$ cat config.mk
export PLATFORM = sky130hd
export DESIGN_NAME = goldsmith_mul
export DESIGN_NICKNAME = d
export VERILOG_FILES = /design/src/rtl/fixed_point_pkg.sv /design/src/rtl/goldsmith_mul.sv
export SDC_FILE = /design/constraint.sdc
export NUM_CORES = 1
export LEC_CHECK = 0
export CELL_PAD_IN_SITES_DETAIL_PLACEMENT = 1
export CELL_PAD_IN_SITES_GLOBAL_PLACEMENT = 1
export CORE_ASPECT_RATIO = 1.2
export CORE_UTILIZATION = 41
export DETAILED_ROUTE_END_ITERATION = 16
export PLACE_DENSITY_LB_ADDON = 0.05
export SYNTH_ARGS = -nofsm -noshare
export SYNTH_HDL_FRONTEND = slang
export SYNTH_SLANG_ARGS = --single-unit
$ cat constraint.sdc
create_clock -name clk -period 3 [get_ports clk]
set_input_delay 0.6 -clock clk [delete_from_list [all_inputs] [get_ports clk]]
set_output_delay 0.6 -clock clk [all_outputs]
set_load 0.02 [all_outputs]
$ cat src/rtl/fixed_point_pkg.sv
// Fixed-point constants and control state encoding shared by the FFT-datapath
// arithmetic units (Goldschmidt divider and shift-add multiplier).
package fixed_point_pkg;

    localparam int unsigned Q_WIDTH = 24;
    localparam int unsigned Q_FRAC  = 23;

    localparam logic [Q_WIDTH-1:0] Q_ONE = 24'h800000;
    localparam logic [Q_WIDTH-1:0] Q_MAX = 24'hFFFFFF;

    typedef enum logic {
        IDLE,
        RUN
    } q_state_e;

endpackage

$ cat src/rtl/goldsmith_mul.sv
// Sequential radix-2 shift-add Q1.23 unsigned multiplier: truncating, saturating,
// one result per WIDTH+1 enabled cycles with a start/res_ready handshake.
module goldsmith_mul
    import fixed_point_pkg::*;
#(
    parameter int unsigned WIDTH = Q_WIDTH,
    parameter int unsigned FRAC  = Q_FRAC
) (
    input  logic             clk,
    input  logic             n_reset,
    input  logic             clk_en,
    input  logic             start,
    input  logic [WIDTH-1:0] multiplicand,
    input  logic [WIDTH-1:0] multiplier,
    output logic [WIDTH-1:0] product,
    output logic             res_ready,
    output logic             overflow
);

    localparam int unsigned CNT_W = $clog2(WIDTH) + 1;

    q_state_e           state;
    q_state_e           state_nxt;
    logic [2*WIDTH-1:0] a_sh;
    logic [2*WIDTH-1:0] acc;
    logic [2*WIDTH-1:0] acc_sum;
    logic [WIDTH-1:0]   b_sh;
    logic [CNT_W-1:0]   count;
    logic               last;
    logic               sat;

    // The final partial product must be folded in on the completing edge, so
    // the result is taken from the combinational sum rather than acc.
    always_comb begin
        acc_sum = acc + (b_sh[0] ? a_sh : '0);
        last    = (state == RUN) && (count == CNT_W'(WIDTH - 1));
        sat     = |acc_sum[2*WIDTH-1:FRAC+WIDTH];
    end

    always_comb begin
        state_nxt = state;
        case (state)
            IDLE: if (start) state_nxt = RUN;
            RUN:  if (last)  state_nxt = IDLE;
            default: state_nxt = IDLE;
        endcase
    end

    always_ff @(posedge clk or negedge n_reset) begin
        if (!n_reset) begin
            state <= IDLE;
        end else if (clk_en) begin
            state <= state_nxt;
        end
    end

    always_ff @(posedge clk or negedge n_reset) begin
        if (!n_reset) begin
            a_sh      <= '0;
            b_sh      <= '0;
            acc       <= '0;
            count     <= '0;
            product   <= '0;
            overflow  <= 1'b0;
            res_ready <= 1'b1;
        end else if (clk_en) begin
            case (state)
                IDLE: begin
                    if (start) begin
                        a_sh      <= {{WIDTH{1'b0}}, multiplicand};
                        b_sh      <= multiplier;
                        acc       <= '0;
                        count     <= '0;
                        res_ready <= 1'b0;
                    end
                end
                RUN: begin
                    acc   <= acc_sum;
                    a_sh  <= a_sh << 1;
                    b_sh  <= b_sh >> 1;
                    count <= count + 1'b1;
                    if (last) begin
                        product   <= sat ? '1 : acc_sum[FRAC+WIDTH-1:FRAC];
                        overflow  <= sat;
                        res_ready <= 1'b1;
                    end
                end
                default: ;
            endcase
        end
    end

endmodule

Word-level counts from Yosys, hierarchy flattened
Cells that the tools add are included.
{"block": "op_classes", "reduce_logical": 4, "mux": 16, "add_sub_neg": 2, "bitwise": 1, "n_eq_ne": 3}
{"cell": "case mux 48 bit (2 select lines)", "n": 2}
{"cell": "2-to-1 mux 48 bit", "n": 3}
{"cell": "adder 48 bit", "n": 1}
{"cell": "2-to-1 mux 24 bit", "n": 2}
{"cell": "case mux 24 bit (2 select lines)", "n": 1}
{"cell": "case mux 6 bit (2 select lines)", "n": 1}
{"cell": "adder 6 x 1 -> 6 bit, second input constant", "n": 1}
{"cell": "equality test 6 x 5 -> 1 bit, second input constant", "n": 1}
{"cell": "2-to-1 mux 6 bit", "n": 1}
{"cell": "AND reduction 3 bit", "n": 2}
{"cell": "2-to-1 mux 1 bit", "n": 4}
{"cell": "case mux 1 bit (2 select lines)", "n": 2}
{"cell": "inequality test 2 x 1 -> 1 bit, second input constant", "n": 1}
{"cell": "inequality test 2 bit, second input constant", "n": 1}
{"cell": "AND reduction 2 bit", "n": 1}
{"cell": "logical AND 1 bit", "n": 1}
{"cell": "NOT 1 bit", "n": 1}
{"block": "totals", "word_cells": 34, "register_bits": 153, "in_bits": 52, "out_inout_bits": 26}

Depth between registers and ports, before layout
Gate-level depths: netlist of run 1.
{"block": "depth", "ltp_word": 4, "depth_mapped": 15, "mapped_depth_nobuf": 13}

Least setup slack after synthesis of run 1
Ideal clock, no wire load.
{"block": "synth_timing", "path_kind": "register -> register", "start": "register b_sh[0]", "end": "register product[23]", "slack_ns": -0.254, "required_ns": 2.876, "stages_incl_launch_ff": 15, "setup_time_ns": 0.124, "synth_period_minus_slack_ns": 3.254, "n_path_buf": 1, "arrival_time_ns": 3.130, "cell_sequence": "dfrtp_1 -> clkbuf_1 -> and2_1 -> ha_1 -> inv_1 -> fa_1 -> and2b_1 -> o2111ai_2 -> a2111oi_2 -> nor3_1 -> nor4_4 -> a31oi_1 -> or3_1 -> o211ai_2 -> a21oi_1"}
{"block": "synth_between", "elab_chain_cells": 3}
{"item": "start: declaration", "line_no": "goldsmith_mul.sv:27", "rtl": "logic [WIDTH-1:0] b_sh;"}
{"item": "start signal: assignment", "line_no": "goldsmith_mul.sv:71", "rtl": "b_sh <= multiplier;"}
{"item": "start signal: assignment", "line_no": "goldsmith_mul.sv:80", "rtl": "b_sh <= b_sh >> 1;"}
{"item": "2-to-1 mux 48 bit", "line_no": "goldsmith_mul.sv:35", "rtl": "acc_sum = acc + (b_sh[0] ? a_sh : '0);"}
{"item": "adder 48 bit", "line_no": "goldsmith_mul.sv:35"}
{"item": "2-to-1 mux 24 bit", "line_no": "goldsmith_mul.sv:83", "rtl": "product <= sat ? '1 : acc_sum[FRAC+WIDTH-1:FRAC];"}
{"item": "end signal: assignment", "line_no": "goldsmith_mul.sv:83"}
{"item": "end: declaration", "line_no": "goldsmith_mul.sv:15", "rtl": "output logic [WIDTH-1:0] product,"}
Every way passes these cells.
A chain may end at the register's enable or synchronous reset.

Worst setup path after layout of run 1
{"block": "layout_timing", "start": "register b_sh[0]", "end": "register product[10]"}
The elaborated chain is that of the path after synthesis.

==> results of run 1 <==
-- kinds of logic after synthesis --
family,share of synthesized area [%]
compound gates,22.5
xor+xnor,4.49
fa+ha+maj,6.94
flops,42.8
simple gates,14.7
buf+inv,3.37
mux,5.15
-- repair_timing --
action                                 4_1_cts  5_1_grt
gates resized for setup                     52       83
pin swaps                                   19       33
buffers inserted                             4       10
endpoints found under the hold margin        0        0
setup endpoints to repair                   51       54
-- through the flow --
stage	hold slack (ns)	setup TNS, ns
after CTS	0.184	-3.48
after detailed placement	0.466	-9.64
after global routing	0.202	-9.16
final	0.140	-3.96
after global placement	0.459	-5.27
after floorplan	0.304	-0.355
-- layout by cell type, fill, tap and decap left out, types with 5 or more instances in the layout --
master	netlist	final
a21oi_2	1	14
inv_1	9	8
xnor2_1	23	14
a31oi_4	0	5
a21o_1	22	22
buf_4	2	138
inv_6	0	5
nand2b_1	5	5
ha_4	0	15
ha_1	48	29
xor2_1	21	18
nand3_1	15	15
o21bai_1	10	7
o21ai_1	7	16
a21oi_1	57	41
and3_1	6	6
o22a_1	12	12
dfrtp_1	152	150
nand4_1	18	18
nor2_1	38	36
xnor2_2	0	7
o21ai_2	0	5
and2_1	50	46
o21ai_0	111	96
buf_6	1	11
a211oi_2	0	5
clkbuf_16	0	17
clkdlybuf4s50_1	0	76
a31oi_1	18	10
mux2i_1	46	46
a22o_1	41	41
nand2_1	121	120
-- registers in the layout, indices dropped and copies added (netlist names) --
register   cells
a_sh          48
acc           48
b_sh          24
product       24
count          6
overflow       1
res_ready      1
state          1
-- final timing paths --
| check | slack, ns | start | cells after the start | to |
|---|---|---|---|---|
| setup / recovery | -0.16 | b_sh[0]$_DFFE_PN0P_ | 14 | product[10]$_DFFE_PN0P_ |
| hold / removal | 0.14 | n_reset | 1 | a_sh[29]$_DFFE_PN0P_ |
| setup reg to reg | -0.16 | b_sh[0]$_DFFE_PN0P_ | 14 | product[10]$_DFFE_PN0P_ |
| hold reg to reg | 0.47 | res_ready$_DFFE_PN1P_ | 2 | res_ready$_DFFE_PN1P_ |
| max in group asynchronous | 1.96 | n_reset | 2 | b_sh[0]$_DFFE_PN0P_ |
| min in group clk | 0.47 | res_ready$_DFFE_PN1P_ | 2 | res_ready$_DFFE_PN1P_ |
-- critical path, cell delays in order (launching register included) --
cell     delay, ns
dfrtp_2       0.44
buf_12        0.17
and2_4        0.15
ha_4          0.30
buf_6         0.10
nand4_1       0.23
nor3_2        0.21
buf_4         0.14
nand4_1       0.10
nor2_1        0.13
a22oi_2       0.14
o31ai_4       0.23
xor2_2        0.25
nand2_4       0.15
o22a_1        0.25
-- final cells by class --
type,count,area [um^2],share of cell area (%)
Timing Repair Buffer,229,2000,16.2
Clock buffer,18,429,3.48
Inverter,9,33.8,0.274
Multi-Input combinational cell,725,5510,44.7
Sequential cell,153,3830,31.1
Clock inverter,14,176,1.43
Tap cell,270,338,2.74
-- metal layers --
metal / track usage, % / up-vias / part of all wire [%] / wire, um
met4: 7.79 / 0 / 1.9 / 513
met2: 44.2 / 153 / 52 / 14200
met1: 31.7 / 3984 / 43 / 11700
met3: 3.27 / 34 / 3.0 / 818
li1: - / 3792 / - / -
met5: 0 / - / 0 / 0
-- power groups by stage --
stage	logic [uW]	clock network [uW]	registers [uW]
6_report	3660	2250	3060
5_1_grt	4010	2370	3140
4_1_cts	3400	2290	3040
3_5_place_dp	3180	0	3040
3_3_place_gp	3100	0	3030
2_1_floorplan	1890	0	2920
==> impl_results.rst, run 1 <==
.. list-table::
   :header-rows: 1

   * - Metric
     - Value
   * - Power density over the cells
     - between 700 and 800 mW/mm^2
   * - First-pass detailed-route iteration total
     - 4
   * - Number of cell rows
     - 58
   * - Number of warnings reported in the yosys synthesis log
     - 0
   * - Setup Slack @ Placement
     - -0.348 ns
   * - Final period demand of the worst path
     - roughly 3.2 ns
   * - WS Path Type
     - flop to flop
   * - Net switching component of the power
     - roughly 3400 uW
   * - Count of hold-fix buffers inserted at cts
     - 0
   * - Number of cells after detailed placement
     - approximately 1400
   * - Most used DFF post-synth
     - dfrtp_1
   * - Largest area contributor in the synthesized netlist
     - dfrtp_1
   * - Max H-tree Level
     - 4
   * - Post-placement cell area
     - approximately 0.011 mm^2
   * - Design internal power
     - 5610 uW
   * - Die Footprint
     - between 0.02 and 0.025 mm^2
   * - Total Power
     - roughly 9000 uW
   * - Sequential Power Share
     - between 30% and 40%
   * - Layout Cell Area excl Fill
     - between 0.01 and 0.015 mm^2
   * - Post-detailed-placement half-perimeter wirelength
     - 18300 um
   * - IR drop worst, VDD
     - 426 uV
   * - Final antenna-violating net count
     - 0
   * - Final estimated routing congestion in global placement
     - ~0.85
   * - Antenna diode count
     - 0
   * - Critical path peak fanout
     - 29
   * - Failing checks
     - negative setup slack
   * - Aggregate routed wire length
     - 27300 um
   * - Synth-to-Final Area Change
     - 37.9%
   * - Final-stage net count
     - 1236
   * - Initial drt markers
     - ~360
   * - Average detailed-routed wire length per instance
     - between 15 and 20 um
   * - Top-count cell post-synth
     - dfrtp_1
   * - Worst min-delay path category
     - primary input to asynchronous set/reset pin
   * - PnR worst setup slack
     - -0.159 ns
   * - Setup crit end kind
     - flop
   * - Congestion Overflow GR
     - 0
   * - Share of the clock period used by the worst path after layout
     - 105%
   * - Post-Synthesis Cell Area
     - roughly 0.009 mm^2
   * - Cell count after synthesis
     - 950
   * - Starting density of the core
     - a little over two fifths
   * - Fraction of final layout cells sized beyond drive strength 1
     - 25.4%
   * - Cell chosen for the clock root
     - clkbuf_16
   * - Largest cells by area after synthesis
     - dfrtp_1, ha_1, o21ai_0
   * - FILL cells
     - 2345
   * - Total of max-cap violations
     - 0
   * - Initial antenna violation count
     - 0
   * - Pin count of the biggest net entering global routing
     - about 110
   * - Relative contribution of combinational cells to total power
     - about two fifths
   * - Switching Share
     - a little under two fifths
   * - Setup repair after global routing missed its margin
     - yes
   * - Final Setup Violations
     - approximately 40
   * - FMAX
     - about 0.32 GHz
   * - Residual DRC
     - 0
   * - Max Clock Skew
     - 0.0145 ns
   * - Fraction of registers with async set or reset after synthesis
     - 100%
   * - Global-route wire length before repair
     - ~44000 um
   * - Die width
     - 137 um
   * - Net count after synthesis
     - between 1000 and 1500
   * - Count of boundary I/O pins
     - slightly below 80
   * - Area of the core
     - 0.0212 mm^2
   * - Element type at the critical path start
     - flop
   * - Avg Cell Area, Syn
     - ~9.4 um^2
   * - Number of distinct library cells after synthesis
     - 59
   * - Clock transition at the registers of the reported paths
     - 0.07 ns
   * - Data required time of the critical path
     - between 3 and 4 ns
   * - Transition at the pin with the smallest max-transition slack
     - roughly 0.8 ns
   * - Clk Latency, worst-skew pair
     - ~0.44 ns
   * - Final hold violations
     - 0
   * - Result of the run
     - finished, violations left
   * - Top cell types by occurrence after synthesis
     - dfrtp_1, nand2_1, o21ai_0
   * - Share of the yosys chip area belonging to registers
     - about 43%
   * - Post-route core utilization
     - around three fifths
   * - Worst rel slew slack
     - between 40% and 50%
   * - CP arrival
     - 3.47 ns
   * - Clock tree buffer depth
     - 2
   * - Total number of clock tree sinks
     - roughly 150
   * - PortBufs
     - 77
   * - Leakage power of the design
     - between 0.005 and 0.006 uW
   * - Post-synth top area share
     - 42.6%
   * - Flop and latch count out of synthesis
     - 153
   * - EDFF count, synth
     - 0
   * - Vertical die dimension
     - 164 um
   * - Via count
     - roughly 8000
   * - Via count of the first global-routing pass
     - 8428
   * - Number of cells in the finished layout apart from fillers
     - approximately 1400
   * - Average via count per standard cell
     - about 5.6
   * - Total CTS buffers
     - 17
   * - Overall Global Routing Usage
     - about a quarter
   * - Final Max Tran Viols
     - 0
   * - TritonCTS clock tree
     - built
   * - Share of power burned in the clock network
     - approximately a quarter
(Power assumes the default switching activity.)
==> run 2, diff against run 1 <==
--- a/config.mk
+++ b/config.mk
@@ -14,3 +14,4 @@
 export SYNTH_ARGS = -nofsm -noshare
 export SYNTH_HDL_FRONTEND = slang
 export SYNTH_SLANG_ARGS = --single-unit
+export TNS_END_PERCENT = 50
==> run 2 against run 1 <==
The flow still finishes with violations (negative setup slack). Non-clock buffer count shrank 3. Count of clock-buffer cells in the layout is the same. Largest cell class unchanged. Sequential cell count did not move. Clock power is essentially flat. Critical endpoint is now acc[40]$_DFFE_PN0P_. Sequential share of layout area up 0.29 points. Wire length down 0.43%. First-iteration DRC count increased by 10%. Design area down 0.93%. Setup slack lost 0.011 ns.
==> impl_results.rst, run 2 (synthesized netlist as in run 1, its figures left out) <==
.. list-table::
   :header-rows: 1

   * - Metric
     - Value
   * - Result of the run
     - finished, violations left
   * - Failing checks
     - negative setup slack
   * - Residual DRC
     - 0 (unchanged)
   * - Via count of the first global-routing pass
     - 8434 (+0.071%)
   * - WS Path Type
     - flop to flop
   * - Total CTS buffers
     - 17 (unchanged)
   * - Max H-tree Level
     - 4 (unchanged)
   * - Pin count of the biggest net entering global routing
     - 107 (unchanged)
   * - IR drop worst, VDD
     - 420 uV (-1.4%)
   * - Relative contribution of combinational cells to total power
     - 40.5% (-0.3 points)
   * - Number of cells after detailed placement
     - 1374 (unchanged)
   * - Final hold violations
     - 0 (unchanged)
   * - Starting density of the core
     - 42.2% (unchanged)
   * - Leading cell type in the layout, fill and taps excluded
     - dfrtp_1
   * - PortBufs
     - 77 (unchanged)
   * - Critical path peak fanout
     - 29 (unchanged)
   * - CP arrival
     - 3.55 ns (+0.08 ns)
   * - Setup repair after global routing missed its margin
     - yes
   * - Count of hold-fix buffers inserted at cts
     - 0 (unchanged)
   * - Post-route core utilization
     - 57.6% (-0.54 points)
   * - Vertical die dimension
     - 164 um (unchanged)
   * - PnR worst setup slack
     - -0.170 ns (-0.0109 ns)
   * - Via count
     - 7978 (+0.19%)
   * - Initial antenna violation count
     - 0 (unchanged)
   * - Design internal power
     - 5590 uW (-0.35%)
   * - Aggregate routed wire length
     - 27200 um (-0.43%)
   * - Global-route wire length before repair
     - 43800 um (about the same)
   * - Initial drt markers
     - 394 (+10%)
   * - Layout Cell Area excl Fill
     - 0.0122 mm^2 (-0.93%)
   * - FMAX
     - 0.315 GHz (-0.34%)
   * - Die width
     - 137 um (unchanged)
   * - Post-placement cell area
     - 0.0109 mm^2 (unchanged)
   * - Max Clock Skew
     - 0.0142 ns (-0.000264 ns)
   * - Setup Slack @ Placement
     - -0.348 ns (unchanged)
   * - Number of cell rows
     - 58 (unchanged)
   * - Clock transition at the registers of the reported paths
     - 0.08 ns (about the same)
   * - Final Setup Violations
     - 41 (unchanged)
   * - Largest registers
     - a_sh: 48 flops, acc: 48 flops
   * - Final antenna-violating net count
     - 0 (unchanged)
   * - Antenna diode count
     - 0 (unchanged)
   * - Total of max-cap violations
     - 0 (unchanged)
   * - Final-stage net count
     - 1233 (-0.24%)
   * - Final Max Tran Viols
     - 0 (unchanged)
   * - Leakage power of the design
     - 0.00571 uW (-0.90%)
   * - Share of power burned in the clock network
     - 25.2% (about the same)
   * - Most frequent cells in the layout
     - dfrtp_1, buf_4, nand2_1, o21ai_0, clkdlybuf4s50_1
   * - Net switching component of the power
     - 3340 uW (-0.63%)
   * - Hold_ws
     - 0.158 ns (+0.0181 ns)
   * - Cell repeated most along the worst path
     - o21bai_1
   * - Final estimated routing congestion in global placement
     - 0.847 (unchanged)
   * - Critical path's largest stage delay
     - 0.44 ns (about the same)
   * - Overall Global Routing Usage
     - 25.1% (about the same)
   * - First-pass detailed-route iteration total
     - 6 (+2)
   * - R2r endpoint
     - acc[40]$_DFFE_PN0P_
   * - Fraction of final layout cells sized beyond drive strength 1
     - 24.5% (-0.98 points)
   * - Series of cell instances along the critical path
     - buf_12 -> and2_1 -> ha_1 -> a21oi_2 -> o21bai_1 -> a221o_1 -> a211oi_2 -> buf_4 -> a31oi_4 -> a21oi_4 -> o21bai_1 -> xnor2_1 -> a22o_1
   * - Post-detailed-placement half-perimeter wirelength
     - 18300 um (unchanged)
   * - Sequential Power Share
     - 34.3% (+0.2 points)
   * - Cell family with the largest share of critical-path delay
     - compound AO/OA/AOI/OAI gates
   * - Clock tree buffer depth
     - 2 (unchanged)
   * - FF-to-FF path depth
     - 13 (-1)
   * - Area of the core
     - 0.0212 mm^2 (unchanged)
   * - Average detailed-routed wire length per instance
     - 19.2 um (-0.22%)
   * - Final period demand of the worst path
     - 3.17 ns (+0.0109 ns)
   * - TritonCTS clock tree
     - built
   * - Data required time of the critical path
     - 3.38 ns (+0.07 ns)
   * - Congestion Overflow GR
     - 0 (unchanged)
   * - Average via count per standard cell
     - 5.64 (+0.40%)
   * - Power density over the cells
     - 731 mW/mm^2 (+0.49%)
   * - Internal reg-to-reg setup slack
     - -0.17 ns (about the same)
   * - Element type at the critical path start
     - flop
   * - Total number of clock tree sinks
     - 153 (unchanged)
   * - Share of the clock period used by the worst path after layout
     - 106% (+0.36 points)
   * - Reg-to-Reg Start
     - b_sh[0]$_DFFE_PN0P_
   * - Worst min-delay path category
     - primary input to asynchronous set/reset pin
   * - Critical-path top delay cell
     - dfrtp_2
   * - Die Footprint
     - 0.0224 mm^2 (unchanged)
   * - Number of cells in the finished layout apart from fillers
     - 1415 (-0.21%)
   * - Buffering stage count on the worst path with inverters included
     - 2 (-1)
   * - Cell chosen for the clock root
     - clkbuf_16
   * - Worst rel slew slack
     - 45.0% (-0.57 points)
   * - Switching Share
     - 37.4% (-0.065 points)
   * - Transition at the pin with the smallest max-transition slack
     - 0.826 ns (+0.00861 ns)
   * - Setup crit end kind
     - flop
   * - Synth-to-Final Area Change
     - 36.6%
   * - Count of boundary I/O pins
     - 78 (unchanged)
   * - Clk Latency, worst-skew pair
     - 0.44 ns (about the same)
run 2: changes by cell type in the layout (fill, tap and decap cells not counted), sizes merged:
cell  delta
buf      -3
run 2: timing repair:
action | CTS | global route
pin swaps | 20 | 27
buffers inserted | 4 | 7
setup endpoints to repair | 51 | 54
gates resized for setup | 51 | 63
run 2: per-layer routing:
| layer | routed length [um] | vias up | GRT usage [%] |
|---|---|---|---|
| li1 | - | 3783 | - |
| met5 | 0 | - | 0 |
| met2 | 13900 | 158 | 44.0 |
| met3 | 720 | 45 | 3.43 |
| met4 | 566 | 0 | 7.99 |
| met1 | 12000 | 3992 | 31.6 |
run 2: power groups by stage:
stage          sequential [uW]  combinational (uW)  clock (uW)
2_1_floorplan             2920                1890           0
3_3_place_gp              3030                3100           0
3_5_place_dp              3040                3180           0
4_1_cts                   3040                3390        2290
5_1_grt                   3140                3970        2370
6_report                  3060                3620        2250
run 2: cell type report:
cell class	count	area (um^2)
sequential	153	3830
multi-input combinational	725	5440
timing repair buffer	226	1960
clock buffer	18	429
tap	270	338
fill	2360	8980
clock inverter	14	176
inverter	9	33.8
run 2: worst max-delay path by stage:
stage                     cells past startpoint                      end           startpoint
after global routing                         14  product[10]$_DFFE_PN0P_  b_sh[0]$_DFFE_PN0P_
final                                        13      acc[40]$_DFFE_PN0P_  b_sh[0]$_DFFE_PN0P_
after global placement                       14      acc[41]$_DFFE_PN0P_  b_sh[0]$_DFFE_PN0P_
after CTS                                    14      acc[42]$_DFFE_PN0P_  b_sh[0]$_DFFE_PN0P_
after detailed placement                     13      acc[44]$_DFFE_PN0P_  b_sh[0]$_DFFE_PN0P_
after floorplan                              14      acc[46]$_DFFE_PN0P_  b_sh[0]$_DFFE_PN0P_
run 2: metrics by stage:
step / total power, uW / TNS [ns]
CTS: 8720 / -3.43
floorplan: 4810 / -0.355
global placement: 6130 / -5.27
global route: 9480 / -9.38
detailed placement: 6230 / -9.64
finish: 8930 / -4.08
